`src/rtl/mem_arbiter.sv`:
```
// mem_arbiter -- two-port arbiter in front of a single-port synchronous RAM.
//
// Purpose:
//   Shares one RAM port between a CPU data port (c_*) and a debug/display
//   port (d_*). At most one requester is granted per cycle. Grants are
//   combinational, so a lone request is granted in the cycle it is raised.
//   Read data returns one cycle after the grant. It is routed back using a
//   registered owner tag {valid, is_dbg}.
//
// Configuration:
//   MEM_ARB_ROUND_ROBIN_EN  defined   : contention goes to the port that did
//                                       not own the previous grant.
//                           undefined : CPU always wins contention. The
//                                       last-owner register is still updated.
//
// Ports:
//   clk, rst_n                 clock, async active-low reset
//   c_req/c_we/c_addr/c_wdata  CPU request, write enable, address, write data
//   c_gnt/c_rvalid/c_rdata     CPU grant, read-data valid, read data
//   d_*                        debug port, same shape as c_*
//   m_en/m_we/m_addr/m_wdata   RAM strobe, write strobe, address, write data
//   m_rdata                    RAM read data, valid one cycle after a read
module mem_arbiter #(
    parameter int DATA_W = 32,
    parameter int ADDR_W = 10
) (
    input  logic              clk,
    input  logic              rst_n,
    input  logic              c_req,
    input  logic              c_we,
    input  logic [ADDR_W-1:0] c_addr,
    input  logic [DATA_W-1:0] c_wdata,
    output logic              c_gnt,
    output logic              c_rvalid,
    output logic [DATA_W-1:0] c_rdata,
    input  logic              d_req,
    input  logic              d_we,
    input  logic [ADDR_W-1:0] d_addr,
    input  logic [DATA_W-1:0] d_wdata,
    output logic              d_gnt,
    output logic              d_rvalid,
    output logic [DATA_W-1:0] d_rdata,
    output logic              m_en,
    output logic              m_we,
    output logic [ADDR_W-1:0] m_addr,
    output logic [DATA_W-1:0] m_wdata,
    input  logic [DATA_W-1:0] m_rdata
);

    typedef enum logic {
        OWNER_CPU = 1'b0,
        OWNER_DBG = 1'b1
    } owner_t;

    owner_t last_owner, next_owner;
    logic   tag_valid;
    logic   tag_dbg;

    // Grants are gated by rst_n so that no grant or strobe leaks out while
    // the block is held in reset.
    always_comb begin
        c_gnt = 1'b0;
        d_gnt = 1'b0;
        if (rst_n) begin
            if (c_req && d_req) begin
`ifdef MEM_ARB_ROUND_ROBIN_EN
                if (last_owner == OWNER_CPU) begin
                    d_gnt = 1'b1;
                end else begin
                    c_gnt = 1'b1;
                end
`else
                c_gnt = 1'b1;
`endif
            end else begin
                c_gnt = c_req;
                d_gnt = d_req;
            end
        end
    end

    always_comb begin
        m_en    = c_gnt | d_gnt;
        m_we    = 1'b0;
        m_addr  = '0;
        m_wdata = '0;
        if (c_gnt) begin
            m_we    = c_we;
            m_addr  = c_addr;
            m_wdata = c_wdata;
        end else if (d_gnt) begin
            m_we    = d_we;
            m_addr  = d_addr;
            m_wdata = d_wdata;
        end
    end

    always_comb begin
        next_owner = last_owner;
        if (c_gnt) next_owner = OWNER_CPU;
        if (d_gnt) next_owner = OWNER_DBG;
    end

    // The tag is cleared asynchronously, so a read granted just before
    // reset never produces a response.
    always_ff @(posedge clk or negedge rst_n) begin
        if (!rst_n) begin
            last_owner <= OWNER_DBG;
            tag_valid  <= 1'b0;
            tag_dbg    <= 1'b0;
        end else begin
            last_owner <= next_owner;
            tag_valid  <= m_en & ~m_we;
            tag_dbg    <= d_gnt;
        end
    end

    always_comb begin
        c_rvalid = tag_valid & ~tag_dbg;
        d_rvalid = tag_valid & tag_dbg;
        c_rdata  = c_rvalid ? m_rdata : '0;
        d_rdata  = d_rvalid ? m_rdata : '0;
    end

endmodule

```
`config.mk`:
```
export PLATFORM = sky130hd
export DESIGN_NAME = mem_arbiter
export DESIGN_NICKNAME = d
export VERILOG_FILES = /design/src/rtl/mem_arbiter.sv
export SDC_FILE = /design/constraint.sdc
export NUM_CORES = 1
export LEC_CHECK = 0
export ABC_AREA = 1
export BUFFER_PORTS_ARGS = -buffer_cell sky130_fd_sc_hd__buf_4
export CORE_AREA = 2 2 91 93
export CTS_CLUSTER_DIAMETER = 50
export DETAILED_ROUTE_END_ITERATION = 16
export DIE_AREA = 0 0 93 95
export GPL_TIMING_DRIVEN = 0
export PLACE_DENSITY = 0.59
export SETUP_SLACK_MARGIN = 0.15
export SLEW_MARGIN = 30
export SYNTH_ARGS = -nofsm -noshare
export SYNTH_HDL_FRONTEND = slang
export SYNTH_SLANG_ARGS = --single-unit
```
`constraint.sdc`:
```
create_clock -name clk -period 1.4 [get_ports clk]
set_input_delay 0.28 -clock clk [delete_from_list [all_inputs] [get_ports clk]]
set_output_delay 0.28 -clock clk [all_outputs]
set_load 0.01 [all_outputs]
```
==> reports/results.txt <==
Status -> finished, violations left
Failing checks -> setup timing
Area growth, synth to finish -> 261%
P per Cell Area -> 345 mW/mm^2
CTS tree -> yes
Hold path depth -> 3
Tmin final -> 1.59 ns
Hold Fails Final Rpt -> 0
Clk pwr share -> 14.2%
Initial DRC Count -> 13
Multi-input logic area -> 0.00153 mm^2
WL final -> 7.65 mm
Comb pwr share -> 81.7%
GR Util All Layers -> 14.0%
Mux contribution to synthesized area -> 0%
WL/cell -> 12.4 um
DIE AREA -> 0.00884 mm^2
CTS root buffer -> clkbuf_8
Syn_area_per_cell -> 4.87 um^2
RSZ-0062 raised after global routing -> true
HPWL Detailed -> 5.19 mm
LEAKAGE -> 2.66 nW
Compound-cell area share of the yosys netlist -> 0.403%
Drt drc -> 0
GPL Wtd Cong -> 0.708
MaxCap Viol Count -> 0
Total CTS buffers -> 3
Io pins -> 234
Grt total ovfl -> 0
Synth warn -> 0
Setup TNS -> -8.33 ns
Setup violators final -> 63
Hold Path Class -> in -> reg
Worst setup path class -> reg -> out
Die height -> 95 um
WP data required -> 1.12 ns
Drt pass-1 iters -> 4
Initial Utilization -> 15.7%
Vias in the first global route -> 2282
Maximum buffer depth of the clock tree -> 2
Actual slew at the worst max-slew pin -> 0.247 ns
CTS Sinks -> 2
Port bufs -> 233
Seq pwr share -> 4.1%
Clock Pin Slew Worst Setup and Hold Paths -> 0.03 ns
Synth Area in XOR/XNOR -> 0%
Netlist cell types -> 17
Synth Area in Simple Gates -> 74.2%
Setup ws final -> -0.186 ns
Largest family of logic cells by synthesized area -> simple AND/OR/NAND/NOR gates
Net switching power -> 0.000596 W
Max rail drop VDD -> 0.000253 V
First-pass GRT wire length -> 10.3 mm
Row count -> 33
Via count -> 2483
Core ar. -> 0.00793 mm^2
Critical Path End -> c_rdata[12]
Vias per Instance -> 4.01
Fillers -> 680
Dpl ws -> -0.122 ns
Antenna Cells -> 0
Slew Limit Fails -> 0
H-tree Lvls -> 1
Nets@finish -> 638
CP endpoint kind -> output pin
Die Wd -> 93 um
Adder-cell share of the synthesized area -> 0%
Final period util -> 113%
Post-Synthesis Net Count -> 377
Register bit total from synthesis -> 2
Fmax -> 0.631 GHz
Internal -> 0.000949 W
Initial antenna violation count -> 0
Rel. slew slack -> 83.5%
Largest net degree at the start of global routing -> 11
Worst hold slack -> 0.418 ns
Crit. Startpoint -> tag_dbg$_DFF_PN0_
Crit path DAT -> 1.31 ns
Share of layout cells above drive strength 1 -> 83.5%
CP Max Fanout -> 10
Synthesized area -> 0.00124 mm^2
Register Area -> 50.0 um^2
Final antenna-violating net count -> 0
Setup crit start kind -> register
Switching share of power -> 38.6%
Sequential area share after synthesis -> 4.03%
Syn Inst Count -> 255
[flip-flops by register name, summed over array words and instances (netlist names)]
register / count
tag_dbg: 1
tag_valid: 1
[stage by stage]
stage	std cells	power, W	util (%)	instance area [um^2]
2_1_floorplan	255	0.000407	-	1240
5_1_grt	619	0.00164	56.5	4480
4_1_cts	615	0.00142	51.2	4060
3_3_place_gp	593	0.000915	39.4	3120
3_5_place_dp	593	0.000923	39.4	3120
6_report	619	0.00154	56.5	4480
[cells in the mapped netlist]
cell      instances  area share (%)
or2_1             1            0.50
nor2_4           20              18
nor2_2            9             4.5
inv_1            37              11
clkbuf_1          2            0.60
nand4_1           1            0.50
nand2_1         130              39
nor2_1           36              11
buf_12            2             3.2
o21ai_0           1            0.40
dfrtp_1           2             4.0
clkinv_1          1            0.30
inv_2             1            0.30
buf_8             1             1.2
buf_2             9             3.6
buf_6             1            0.91
nand3_1           1            0.40
[cells in the final DEF, fill, tap and decap left out, types with 3 or more instances in the layout]
cell type  count
clkbuf_8       3
nor2_1        33
inv_1         35
nor2_4        25
buf_6         83
nand2_2       68
nand2_4       50
nor2_2         7
buf_4        163
clkbuf_4       3
nand2_1       11
buf_8         11
buf_12         8
[critical path, cell delays in order, from the launching register on]
cell and delay [ns]:
dfrtp_1 0.36, or2_1 0.23, buf_6 0.15, buf_12 0.15, nor2_2 0.09, buf_4 0.12
[per-layer routing]
layer | up-vias | global-route usage (%) | wire [um]
met3 | 6 | 3.75 | 838
met2 | 142 | 27.2 | 4160
met5 | - | 0 | 0
li1 | 1243 | - | -
met4 | 0 | 1.72 | 64
met1 | 1092 | 15.7 | 2590
[cells by family (layout without fill, tap and decap cells)]
logic type      after synthesis  in the layout
simple gates                198            198
buf+inv                      54            313
flops                         2              2
compound gates                1              1
[final cells by class]
class,count,area share [%]
inverter,39,3.71
buffer,15,4.91
multi-input combinational,199,34.2
timing repair inverter,1,0.363
tap,105,2.93
sequential,2,1.12
clock buffer,3,0.921
timing repair buffer,255,51.8
[power groups by stage]
stage / registers [W] / clock network (W) / logic, W
final: 0.0000630 / 0.000219 / 0.00126
after global routing: 0.0000633 / 0.000231 / 0.00134
after CTS: 0.0000630 / 0.000226 / 0.00113
after detailed placement: 0.0000636 / 0 / 0.000859
after global placement: 0.0000636 / 0 / 0.000852
after floorplan: 0.0000633 / 0 / 0.000344
[how the worst min path moves through the flow]
stage                                      to  slack (ns)   from
final                     tag_valid$_DFF_PN0_        0.42  d_req
after floorplan             tag_dbg$_DFF_PN0_       -0.02  rst_n
after CTS                 tag_valid$_DFF_PN0_        0.37   c_we
after detailed placement  tag_valid$_DFF_PN0_        0.08  rst_n
after global placement    tag_valid$_DFF_PN0_        0.08  rst_n
after global routing      tag_valid$_DFF_PN0_        0.42  d_req
[timing repair]
| action | in CTS | in global routing |
|---|---|---|
| endpoints found under the hold margin | 2 | 0 |
| cloned | 9 | 0 |
| pin swaps | 50 | 46 |
| hold buffers | 1 | 0 |
| setup buffers | 9 | 4 |
| endpoints found under the setup margin | 111 | 111 |
| resized for setup | 233 | 97 |
No activity file was read; power rests on OpenSTA's default activity.
